$ cat src/rtl/cliff_pkg.sv
// Shared types for the cliff_walker LED game: FSM states, walking direction, speed limit
// and the bit index of each button inside the conditioned button vector.
package cliff_pkg;

    typedef enum logic [1:0] {
        S_IDLE = 2'd0,
        S_RUN  = 2'd1,
        S_LOSE = 2'd2
    } state_e;

    typedef enum logic [1:0] {
        D_STOP  = 2'd0,
        D_LEFT  = 2'd1,
        D_RIGHT = 2'd2
    } dir_e;

    localparam logic [1:0] SPD_MAX = 2'd2;

    localparam int NUM_BTN = 5;
    localparam int B_START = 0;
    localparam int B_LEFT  = 1;
    localparam int B_RIGHT = 2;
    localparam int B_UP    = 3;
    localparam int B_DOWN  = 4;

endpackage

$ cat src/rtl/cliff_walker_btn_pulse.sv
// Button conditioner: two-flop synchroniser followed by rising-edge detect, so a held
// button produces a single one-cycle pulse.
module btn_pulse (
    input  logic clk,
    input  logic reset,
    input  logic i_btn,
    output logic o_pulse
);

    logic [2:0] r_sync;

    always_ff @(posedge clk) begin
        if (reset) r_sync <= '0;
        else       r_sync <= {r_sync[1:0], i_btn};
    end

    // r_sync[1] is the synchronised level, r_sync[2] the level one cycle earlier
    assign o_pulse = r_sync[1] & ~r_sync[2];

endmodule

$ cat src/rtl/cliff_walker.sv
// cliff_walker: LED cliff-walking game top (FSM, move-tick prescaler, position, flash).
// Define CLIFF_SCORE_EN to build the step-score counter; otherwise score reads 16'h0.
module cliff_walker
    import cliff_pkg::*;
#(
    parameter int WIDTH     = 16,
    parameter int GROUP     = 3,
    parameter int START_IDX = 6,
    parameter int BSEL_W    = 3,
    parameter int DIV0      = 50_000_000,
    parameter int DIV1      = 12_500_000,
    parameter int DIV2      = 5_000_000,
    parameter int FLASH_DIV = 5_000_000
) (
    input  logic              clk,
    input  logic              reset,
    input  logic              btn_start,
    input  logic              btn_left,
    input  logic              btn_right,
    input  logic              btn_up,
    input  logic              btn_down,
    input  logic [BSEL_W-1:0] lsel,
    input  logic [BSEL_W-1:0] rsel,
    output logic [WIDTH-1:0]  led,
    output logic [1:0]        state,
    output logic [1:0]        speed,
    output logic [1:0]        dir,
    output logic [15:0]       score
);

    localparam int               POS_W     = $clog2(WIDTH);
    localparam logic [POS_W-1:0] START_POS = POS_W'(START_IDX);
    localparam logic [WIDTH-1:0] GMASK     = WIDTH'((1 << GROUP) - 1);
    localparam logic [WIDTH-1:0] ONE       = WIDTH'(1);

    logic [NUM_BTN-1:0] w_raw;
    logic [NUM_BTN-1:0] w_pulse;
    logic               w_start, w_left, w_right, w_up, w_down;

    state_e             r_state, w_state_nxt;
    dir_e               r_dir;
    logic [POS_W-1:0]   r_pos;
    logic [1:0]         r_speed, w_spd_nxt;
    logic               w_spd_chg;
    logic [31:0]        r_tick_cnt;
    logic               w_tick;
    logic [31:0]        r_flash_cnt;
    logic               r_flash;
    logic [31:0]        w_pos_x, w_lsel_x, w_rsel_x;
    logic               w_lose, w_step;
    logic [WIDTH-1:0]   w_group, w_bound;

    assign w_raw = {btn_down, btn_up, btn_right, btn_left, btn_start};

    genvar gi;
    generate
        for (gi = 0; gi < NUM_BTN; gi++) begin : g_btn
            btn_pulse u_btn (
                .clk     (clk),
                .reset   (reset),
                .i_btn   (w_raw[gi]),
                .o_pulse (w_pulse[gi])
            );
        end
    endgenerate

    assign w_start = w_pulse[B_START];
    assign w_left  = w_pulse[B_LEFT];
    assign w_right = w_pulse[B_RIGHT];
    assign w_up    = w_pulse[B_UP];
    assign w_down  = w_pulse[B_DOWN];

    function automatic logic [31:0] f_reload(input logic [1:0] s);
        case (s)
            2'd0:    f_reload = 32'(DIV0 - 1);
            2'd1:    f_reload = 32'(DIV1 - 1);
            default: f_reload = 32'(DIV2 - 1);
        endcase
    endfunction

    assign w_pos_x  = 32'(r_pos);
    assign w_lsel_x = 32'(lsel);
    assign w_rsel_x = 32'(rsel);

    // Overlap with either cliff, judged on the registered position
    assign w_lose = (r_state == S_RUN) &&
                    ((w_pos_x + 32'(GROUP - 1) >= 32'(WIDTH - 1) - w_lsel_x) ||
                     (w_pos_x <= w_rsel_x));

    // Speed: up beats down; any start out of RUN/LOSE drops back to the slowest level
    always_comb begin
        w_spd_nxt = r_speed;
        if (r_state == S_LOSE || (r_state == S_RUN && w_start)) begin
            if (w_start) w_spd_nxt = '0;
        end else if (w_up) begin
            if (r_speed < SPD_MAX) w_spd_nxt = r_speed + 2'd1;
        end else if (w_down) begin
            if (r_speed != '0) w_spd_nxt = r_speed - 2'd1;
        end
    end

    assign w_spd_chg = (w_spd_nxt != r_speed);
    assign w_tick    = !w_spd_chg && (r_tick_cnt == '0);

    always_ff @(posedge clk) begin
        if (reset) begin
            r_speed    <= '0;
            r_tick_cnt <= '0;
        end else begin
            r_speed <= w_spd_nxt;
            if (w_spd_chg)              r_tick_cnt <= f_reload(w_spd_nxt);
            else if (r_tick_cnt == '0)  r_tick_cnt <= f_reload(r_speed);
            else                        r_tick_cnt <= r_tick_cnt - 32'd1;
        end
    end

    assign w_step = (r_state == S_RUN) && !w_start && !w_lose && w_tick &&
                    ((r_dir == D_LEFT) || (r_dir == D_RIGHT && r_pos != '0));

    // FSM: state register
    always_ff @(posedge clk) begin
        if (reset) r_state <= S_IDLE;
        else       r_state <= w_state_nxt;
    end

    // FSM: next state (abort beats the lose check)
    always_comb begin
        w_state_nxt = r_state;
        case (r_state)
            S_IDLE:  if (w_start) w_state_nxt = S_RUN;
            S_RUN: begin
                if (w_start)     w_state_nxt = S_IDLE;
                else if (w_lose) w_state_nxt = S_LOSE;
            end
            S_LOSE:  if (w_start) w_state_nxt = S_IDLE;
            default: w_state_nxt = S_IDLE;
        endcase
    end

    assign w_group = GMASK << r_pos;
    assign w_bound = (ONE << (32'(WIDTH - 1) - w_lsel_x)) | (ONE << w_rsel_x);

    // FSM: outputs
    always_comb begin
        led = '0;
        case (r_state)
            S_IDLE:  led = w_group | w_bound;
            S_RUN:   led = w_group;
            S_LOSE:  led = {WIDTH{r_flash}};
            default: led = '0;
        endcase
    end

    always_ff @(posedge clk) begin
        if (reset) begin
            r_pos <= START_POS;
            r_dir <= D_STOP;
        end else begin
            case (r_state)
                S_IDLE: begin
                    if (w_start)
                        r_dir <= D_STOP;
                    else if (w_left) begin
                        if (w_pos_x + 32'(GROUP) < 32'(WIDTH - 1)) r_pos <= r_pos + 1'b1;
                    end else if (w_right && w_pos_x > 32'd1)
                        r_pos <= r_pos - 1'b1;
                end
                S_RUN: begin
                    if (w_start) begin
                        r_pos <= START_POS;
                        r_dir <= D_STOP;
                    end else if (w_lose)
                        r_dir <= D_STOP;
                    else begin
                        if (w_step) r_pos <= (r_dir == D_LEFT) ? r_pos + 1'b1 : r_pos - 1'b1;
                        if (w_left)       r_dir <= D_LEFT;
                        else if (w_right) r_dir <= D_RIGHT;
                    end
                end
                S_LOSE:  if (w_start) r_pos <= START_POS;
                default: ;
            endcase
        end
    end

    // Flash phase restarts dark on every entry to LOSE
    always_ff @(posedge clk) begin
        if (reset || r_state != S_LOSE || w_start) begin
            r_flash_cnt <= '0;
            r_flash     <= 1'b0;
        end else if (r_flash_cnt == 32'(FLASH_DIV - 1)) begin
            r_flash_cnt <= '0;
            r_flash     <= ~r_flash;
        end else
            r_flash_cnt <= r_flash_cnt + 32'd1;
    end

`ifdef CLIFF_SCORE_EN
    logic [15:0] r_score;

    always_ff @(posedge clk) begin
        if (reset)                          r_score <= '0;
        else if (r_state == S_IDLE && w_start) r_score <= '0;
        else if (w_step && r_score != 16'hFFFF) r_score <= r_score + 16'd1;
    end

    assign score = r_score;
`else
    assign score = 16'h0;
`endif

    assign state = r_state;
    assign speed = r_speed;
    assign dir   = r_dir;

endmodule

$ cat config.mk
export PLATFORM = sky130hd
export DESIGN_NAME = cliff_walker
export DESIGN_NICKNAME = d
export VERILOG_FILES = /design/src/rtl/cliff_pkg.sv /design/src/rtl/cliff_walker_btn_pulse.sv /design/src/rtl/cliff_walker.sv
export SDC_FILE = /design/constraint.sdc
export NUM_CORES = 1
export LEC_CHECK = 0
export ABC_AREA = 1
export CAP_MARGIN = 10
export CELL_PAD_IN_SITES_DETAIL_PLACEMENT = 1
export CELL_PAD_IN_SITES_GLOBAL_PLACEMENT = 1
export CORE_ASPECT_RATIO = 0.7
export CORE_UTILIZATION = 45
export DETAILED_ROUTE_END_ITERATION = 6
export MAX_ROUTING_LAYER = met4
export PLACE_DENSITY_LB_ADDON = 0.1
export RECOVER_POWER = 50
export SETUP_SLACK_MARGIN = 0.1
export SLEW_MARGIN = 20
export SYNTH_ARGS = -nofsm -noshare
export SYNTH_HDL_FRONTEND = slang
export SYNTH_SLANG_ARGS = --single-unit
$ cat constraint.sdc
create_clock -name clk -period 4.9 [get_ports clk]
set_input_delay 0.735 -clock clk [delete_from_list [all_inputs] [get_ports clk]]
set_output_delay 0.735 -clock clk [all_outputs]
set_load 0.02 [all_outputs]
-- Word level (Yosys, flattened, before mapping)
Cells that the tools add are included.
- register bits after elaboration: 90
- latch bits: 0
- RAM bits: 0
- bits in read-only memories: 0
- input port bits: 13
- output and inout port bits: 38
- logic and storage cells: 120
- memories kept: 0
- $add $sub $neg: 9
- $mul: 0
- divide/modulo/power cells: 0
- order comparisons: 5
- equality and inequality tests: 18
- shift-type cells: 3
- mux-type cells: 31
- bitwise logic cells: 13
- reduce and logical (&&, ||, !) cells: 29
- operators with widths (kind ; number):
    $pmux 26 s2 ; 2
    $mux 32 ; 2
    $pmux 16 s3 ; 1
    $mux 4 ; 9
    $add 32x1->32 const B ; 1
    $eq 32x23->1 const B ; 1
    $ge 5x32->1 ; 1
    $logic_not 32->1 ; 1
    $or 16x16->16 ; 2
    $shl 1x32->16 const A ; 1
    $sub 32x1->32 const B ; 1
    $mux 2 ; 14
    $shl 1x3->16 const A ; 1
    $shl 3x4->16 const A ; 1
    $ne 3x3->1 const B ; 4
    $pmux 4 s3 ; 1
    $add 4x2->5 const B ; 2
    $logic_and 1x1->1 ; 9
    $eq 2x1->1 const B ; 4
    $ne 2x2->1 const B ; 4
    $reduce_and 7->1 ; 1
    $logic_not 2->1 ; 3
    $not 1->1 ; 6
    $pmux 2 s3 ; 1
    other kinds (22) ; 35

-- Depth between registers and ports, before layout
Gate-level depths: netlist of run 1.
- depth after elaboration: 14
- gate-level depth with buffers: 16
- mapped depth without buffers: 16

-- Modules after synthesis
From an unflattened synthesis of run 1, not the netlist that was laid out.
- cells, all modules: 870
- area, all modules: 5795.6 sq um
- by module, submodules not included (module ; instances ; cells an instance ; area each (sq um)):
    cliff_walker ; 1 ; 820 ; 5363.9
    btn_pulse ; 5 ; 10 ; 86.3

-- Worst setup path before layout of run 1
No wires, ideal clock.
- kind: register to output
- start: register r_state[0], in the netlist state[0]
- end: output led[12]
- data arrival time: 1753 ps
- required time: 4165 ps
- path slack: 2412 ps
- stages on the path, launching flop included: 8
- buffers on the path: 0
- cells stage by stage: dfxtp_1 > inv_1 > ha_1 > inv_1 > or2_2 > o21ai_0 > nand2_1 > a21oi_1
- word-level cells in the longest chain between the ends: 2
- elaborated cells on any way between the ends: 4
- classes of those cells: eq/ne: 2; mux: 1; reduce/logical: 1
- ends and longest elaborated chain (item ; RTL line ; text):
    from (decl) ; cliff_walker.sv:40 ; state_e r_state, w_state_nxt;
    from (signal assigned) ; cliff_walker.sv:123 ; else r_state <= w_state_nxt;
    $eq 2x2->1 (tied with other cells) ; cliff_walker.sv:146 ; case (r_state)
    $pmux 16 s3 (*) ; cliff_walker.sv:146 ;
    to (decl) ; cliff_walker.sv:24 ; output logic [WIDTH-1:0] led,
Mark *: on every way between the ends. The rest lies on a longest branch, timed or not.

-- Final worst setup path of run 1
- start: input reset
- end: register r_flash_cnt[17]
- word-level cells in the longest chain between the ends: 3
- ends and longest elaborated chain (item ; RTL line ; text):
    from (decl) ; cliff_walker.sv:16 ; input logic reset,
    $logic_or 1x1->1 (2 in a row) ; cliff_walker.sv:188 ; if (reset || r_state != S_LOSE || w_start) begin
    $reduce_or 2->1 (no line) ; -- ;
    to (signal assigned) ; cliff_walker.sv:195 ; r_flash_cnt <= r_flash_cnt + 32'd1;
    to (decl) ; cliff_walker.sv:47 ; logic [31:0] r_flash_cnt;
No other way between the ends.
A chain may end at the register's enable or synchronous reset.

==> impl_results.md, run 1 <==
* Status: complete, but fails checks
* Failing checks: design-rule violations, max-capacitance violations, max-slew violations
* Seq/Total Area, Yosys at a little under a third
* Clock root cell: clkbuf_16
* Sw frac at between 40 and 50%
* TritonCTS clock tree: built
* Io pins at 51
* Number of DRC markers in iteration 0 at around 200
* DR vias at between 5k and 6k
* Nets at 938
* Htree depth at 3
* Setup CP Type: in2reg
* Worst-Margin Slew at ~1.7 ns
* Post-CTS setup buffers at 0
* Top-area cell type share of the netlist area at between 30% and 40%
* Clk network pwr share at 18.4%
* Sequential cell fraction of total power at roughly 26%
* Pin count of the biggest net entering global routing at 37
* Required @ worst endpoint at slightly above 5 ns
* Worst skew pair latency at about 0.35 ns
* P_sw at around 0.0019 W
* Crit-path max FO at 36
* Synthesized area at between 0.005 and 0.006 mm²
* Diode count at 0
* Hold_ws at 0.407 ns
* Mapped Cells at ~870
* Hold buffers post-CTS at 0
* Netlist cell types at 51
* Core Region at 0.0126 mm²
* Row count at 34
* Gpl congestion at 0.921
* RSZ-0062 raised after global routing: no
* Pins Over Slew Limit at 37
* Max Cap Violations at 1
* Setup TNS at 0 ns
* Pre-CTS setup slack at around 1.5 ns
* Layout cell share with drive strength beyond 1 at under 10%
* DRT antenna net count at 0
* Total wire length at between 15,000 and 20,000 µm
* Crit end category: flop
* Initial antenna violation count at 0
* Setup WS post-layout at 1.25 ns
* Synth area leaders: dfxtp_1 31%, nand2_1 12%, inv_1 7.1%, nor2_1 7.0%, ha_1 6.6%
* Commonest non-fill, non-tap cell in the layout: nand2_1
* Die Width at approximately 140 µm
* Post-synth EDFFs at 0
* Final setup violation count at 0
* Worst vdd ir at 295 µV
* CP Data Arrival Time at about 4 ns
* Final Hold Viols at 0
* FFs w/ async S/R, synth at 0%
* PostCTS Resize Cnt at 0
* Internal power at roughly 0.0020 W
* Rel. slew slack at -15.0%
* Min Clock Period, post-route at ~3.6 ns
* Crit start category: primary input
* Max Freq at ~270 MHz
* Reg clk slew, reported paths at approximately 0.070 ns
* Final HPWL DP at about 13,000 µm
* Commonest cells after routing, fill and taps aside: 183 x nand2_1, 111 x inv_1, 110 x nor2_1
* CTS buffer count at 9
* Pwr Density at about 600 mW/mm²
* Leakage at around 2.8 nW
* Area Growth Syn to Fin at 12.0%
* # clock sinks at 90
* Worst Skew at ~0.011 ns
* Initial Util at a little under half
* Routed wire length per instance at roughly 16 µm
* Vias in the first global route at 5,798
* Post-DR vias/cell at 5.26
* Clock Path Buffers at 2
* DRC Markers at 6
* Flops & latches, synth at 90
* Tot GR Track Use at between 20% and 30%
* Post-synth top area cell: dfxtp_1
* Input/output buffers at 34
* Die ar. at approximately 0.014 mm²
* DR pass1 iterations at 7
* Worst min-delay path class: reg2reg
* PnR Total Power at a little under 0.004 W
* Syn. warnings at 0
* Avg Cell Area, Syn at around 6.8 µm²
* Gate power share at approximately 56%
* Die Ht at between 90 and 100 µm
* Main synth FF type: dfxtp_1
* First-pass GRT wire length at approximately 28,000 µm
* Gr ovfl total at 0
* Period utilization at between 70% and 80%
-- cell usage after synthesis, types with 3 or more instances --
master    count
nor2_2       13
ha_1         31
nand3_1      49
o21ai_1       5
buf_4        16
o22ai_1       6
o21ai_0      25
nand2_1     183
nor3b_1       9
o32ai_1       4
inv_2         5
o211ai_1      3
o21a_1        4
a211oi_1      3
xor2_1       17
nand4_1      17
nor3_1       23
nor4_1        5
nor2_4        7
nand2_2       7
inv_1       111
dfxtp_1      90
clkbuf_1      9
nor3_2        4
buf_2         6
a21oi_1      55
a31oi_1       5
xnor2_1      12
or2_2         4
nor2_1      110
-- worst max-delay path, stage by stage --
cell and delay (ns):
dlygate4sd3_1 0.52, clkbuf_1 1.23, nor2_1 0.26, nand2_1 0.90
a21oi_1 0.08, o21a_1 0.15
-- state kept, by name, summed over array words and instances (netlist names) --
register,flops
r_flash_cnt,32
r_tick_cnt,32
g_btn.u_btn.r_sync,15
r_pos,4
dir,2
speed,2
state,2
r_flash,1
-- worst paths after layout --
kind              depth (start not counted)  slack [ns]                      from                       end
setup / recovery                          6        1.25                     reset           r_flash_cnt[17]
hold / removal                            2        0.41  g_btn[3].u_btn.r_sync[0]  g_btn[3].u_btn.r_sync[1]
hold reg to reg                           2        0.41  g_btn[3].u_btn.r_sync[0]  g_btn[3].u_btn.r_sync[1]
setup reg to reg                         12        2.00                  speed[1]             r_tick_cnt[2]
-- kinds of logic (layout without fill, tap and decap cells) --
logic type / after synthesis / in the layout / share of synthesized area, %
AND/OR/NAND/NOR: 449 / 449 / 36.3
buffers and inverters: 150 / 168 / 10.9
AO/OA/AOI/OAI: 116 / 116 / 11.2
flip-flops: 90 / 90 / 30.6
adder cells (fa/ha/maj): 31 / 31 / 6.60
XOR/XNOR: 29 / 29 / 4.32
other: 1 / 16 / 0.0638
-- cell type report --
| type | instances | area [µm²] |
|---|---|---|
| clock buffers | 9 | 225 |
| clock inverters | 7 | 82.6 |
| fillers | 1676 | 6000 |
| inverters | 117 | 442 |
| multi-input cells | 641 | 3490 |
| flip-flops and latches | 90 | 1800 |
| well taps | 162 | 203 |
| repair buffers | 35 | 344 |
-- power by group through the flow --
stage / Clock [W] / Combinational, W / Sequential (W)
floorplan: 0 / 0.00155 / 0.00100
global placement: 0 / 0.00211 / 0.00102
detailed placement: 0 / 0.00218 / 0.00104
CTS: 0.000748 / 0.00220 / 0.00102
global route: 0.000775 / 0.00244 / 0.00104
finish: 0.000730 / 0.00221 / 0.00102
-- layer usage --
layer | global-route usage, % | part of all wire (%) | vias to the layer above
li1 | - | - | 2814
met1 | 35.3 | 50 | 2672
met2 | 43.4 | 46 | 84
met3 | 3.94 | 3.6 | 10
met4 | 5.81 | 0.74 | 0
met5 | - | 0 | -
-- stage by stage --
step           instance area [µm²]  std cells  utilization, %
2_1_floorplan                 5940        881               -
3_3_place_gp                  6290       1045            49.9
3_5_place_dp                  6290       1045            49.9
4_1_cts                       6600       1061            52.4
5_1_grt                       6590       1061            52.3
6_report                      6590       1061            52.3
Power figures use the tool's default switching activity.
==> run 2, diff against run 1 <==
- CORE_UTILIZATION: 45 -> 42
- clock period: 4.9 -> 3.8 ns (I/O delays scaled with it)
==> impl_results.md, run 2 (synthesized netlist as in run 1, its figures left out) <==
* Worst vdd ir at 258 µV (was 295 µV)
* DR vias at 5,628 (was 5,580)
* Row count at 35 (was 34)
* Post-CTS setup buffers at 0 (unchanged)
* CP Data Arrival Time at 2.73 ns (was 3.90 ns)
* Setup WS post-layout at 0.501 ns (was 1.25 ns)
* Die Width at 143 µm (was 139 µm)
* Number of DRC markers in iteration 0 at 324 (was 198)
* Die Ht at 101 µm (was 97.6 µm)
* Final Hold Viols at 0 (unchanged)
* RSZ-0062 raised after global routing: no (unchanged)
* Origin of the critical flop-to-flop path: speed[0] (was speed[1])
* Worst-Margin Slew at 1.44 ns (was 1.73 ns)
* Register Area at 0.00180 mm² (unchanged)
* Clock root cell: clkbuf_16 (unchanged)
* DR pass1 iterations at 4 (was 7)
* Gpl congestion at 0.883 (was 0.921)
* Max Cap Violations at 0 (was 1)
* Required @ worst endpoint at 3.23 ns (was 5.15 ns)
* Core Region at 0.0134 mm² (was 0.0126 mm²)
* Crit end category: output pin (was flop)
* Pin count of the biggest net entering global routing at 32 (was 37)
* R2R Setup Slk at 0.62 ns (was 2.00 ns)
* Final setup violation count at 0 (unchanged)
* Commonest non-fill, non-tap cell in the layout: nand2_1 (unchanged)
* Min Clock Period, post-route at 3.30 ns
* DRC Markers at 0 (was 6)
* Hold_ws at 0.406 ns (was 0.407 ns)
* Crit start category: flop (was primary input)
* DRT antenna net count at 0 (unchanged)
* Period utilization at roughly 87%
* Leakage at 2.88 nW (was 2.85 nW)
* CTS buffer count at 9 (unchanged)
* Clock Path Buffers at 2 (unchanged)
* Worst min-delay path class: reg2reg (unchanged)
* Htree depth at 3 (unchanged)
* Pwr Density at 785 mW/mm² (was 601 mW/mm²)
* Worst Skew at 0.0106 ns (about the same)
* Setup CP Type: reg2out (was in2reg)
* Final HPWL DP at 13,100 µm (about the same)
* Reg clk slew, reported paths at 0.07 ns (about the same)
* Worst r2r path cells at 15 (was 12)
* Vias in the first global route at 5,701 (was 5,798)
* Total wire length at 16,700 µm (about the same)
* R2r endpoint: r_pos[2] (was r_tick_cnt[2])
* Setup TNS at 0 ns (unchanged)
* Biggest registers after layout: r_flash_cnt x32, r_tick_cnt x32, g_btn.u_btn.r_sync x15 (unchanged)
* Input/output buffers at 34 (unchanged)
* Commonest cells after routing, fill and taps aside: 184 x nand2_1, 112 x nor2_1, 111 x inv_1 (was 183 x nand2_1, 111 x inv_1, 110 x nor2_1)
* Io pins at 51 (unchanged)
* Max Freq at about 300 MHz
* First-pass GRT wire length at 28,500 µm (about the same)
* Hold path endpoint: g_btn[1].u_btn.r_sync[1] (was g_btn[3].u_btn.r_sync[1])
* Worst skew pair latency at 0.35 ns (about the same)
* Crit-path max FO at 8 (was 36)
* Hold buffers post-CTS at 0 (unchanged)
* TritonCTS clock tree: built (unchanged)
* Rel. slew slack at 4.13% (was -15.0%)
* Status: finished, final reports clean (was complete, but fails checks)
* Initial Util at 43.9% (was 46.7%)
* PnR Total Power at 0.00523 W (was 0.00396 W)
* FILL cells at 1,751 (was 1,676)
* Layout cell share with drive strength beyond 1 at 7.76% (was 7.90%)
* Area Growth Syn to Fin at 13.4% (was 12.0%)
* # clock sinks at 90 (unchanged)
* Diode count at 0 (unchanged)
* Hold path startpoint: g_btn[1].u_btn.r_sync[0] (was g_btn[3].u_btn.r_sync[0])
* Initial antenna violation count at 0 (unchanged)
* Worst hold stages at 2 (unchanged)
* Pre-CTS setup slack at 0.792 ns (was 1.49 ns)
* Pins Over Slew Limit at 0 (was 37)
* Nets at 941 (was 938)
* PostCTS Resize Cnt at 0 (unchanged)
* Area of the multi-input gates at 0.00347 mm² (was 0.00349 mm²)
* Post-DR vias/cell at 5.18 (was 5.26)
* Die ar. at 0.0145 mm² (was 0.0135 mm²)
* Routed wire length per instance at 15.4 µm (was 15.7 µm)
* Gr ovfl total at 0 (unchanged)
* Tot GR Track Use at 25.5% (was 26.7%)
==> run 2: changes by cell type in the layout (fill, tap and decap cells not counted), sizes merged <==
cell      change
buf           +2
bufinv        +2
clkbuf        +2
clkinv        -1
clkinvlp      -1
inv           -1
==> run 2: how the worst max path moves through the flow <==
stage | start | to | slack (ns) | cells after the start
2_1_floorplan | state[0] | led[12] | 1.48 | 7
3_3_place_gp | lsel[2] | led[13] | 0.86 | 6
3_5_place_dp | rsel[2] | led[5] | 0.79 | 6
4_1_cts | state[0] | led[13] | 0.50 | 8
5_1_grt | speed[0] | r_pos[2] | 0.29 | 15
6_report | state[0] | led[13] | 0.50 | 8
==> run 2: report_power, final <==
group / switching [W] / total (W) / internal (W)
Sequential: 0.000211 / 0.00132 / 0.00110
Combinational: 0.00186 / 0.00284 / 0.000976
Clock: 0.000408 / 0.00108 / 0.000671
Total: 0.00248 / 0.00523 / 0.00275
==> run 2: worst max-delay path, stage by stage (launching register included) <==
cell	delay [ns]
dfxtp_1	0.34
inv_1	0.12
ha_1	0.30
inv_1	0.21
or2_2	0.35
o21ai_0	0.22
nand2_1	0.08
a21oi_1	0.13
clkdlybuf4s50_1	0.62
==> run 2: routing by layer <==
layer	global-route usage [%]	wire length (µm)
met1	32.9	8160
met2	42.2	7890
met3	4.56	622
met4	4.42	72
met5	-	0
==> run 2: stage by stage <==
stage          util, %  cells  instance area [µm²]
2_1_floorplan        -    881                 5940
3_3_place_gp      47.3   1071                 6340
3_5_place_dp      47.3   1071                 6340
4_1_cts           50.0   1087                 6700
5_1_grt           49.8   1087                 6670
6_report          49.8   1087                 6670
==> run 2: area by class of cell <==
type,instances,area share [%]
multi-input cells,641,52.1
flip-flops and latches,90,27.0
inverters,117,6.62
repair buffers,38,5.44
clock buffers,10,3.58
well taps,185,3.47
clock inverters,6,1.78
==> run 3, diff against run 2 <==
- CAP_MARGIN: 10 -> 20
==> results of run 3 <==
The final DEF is identical to that of run 2; final timing and power are the same.
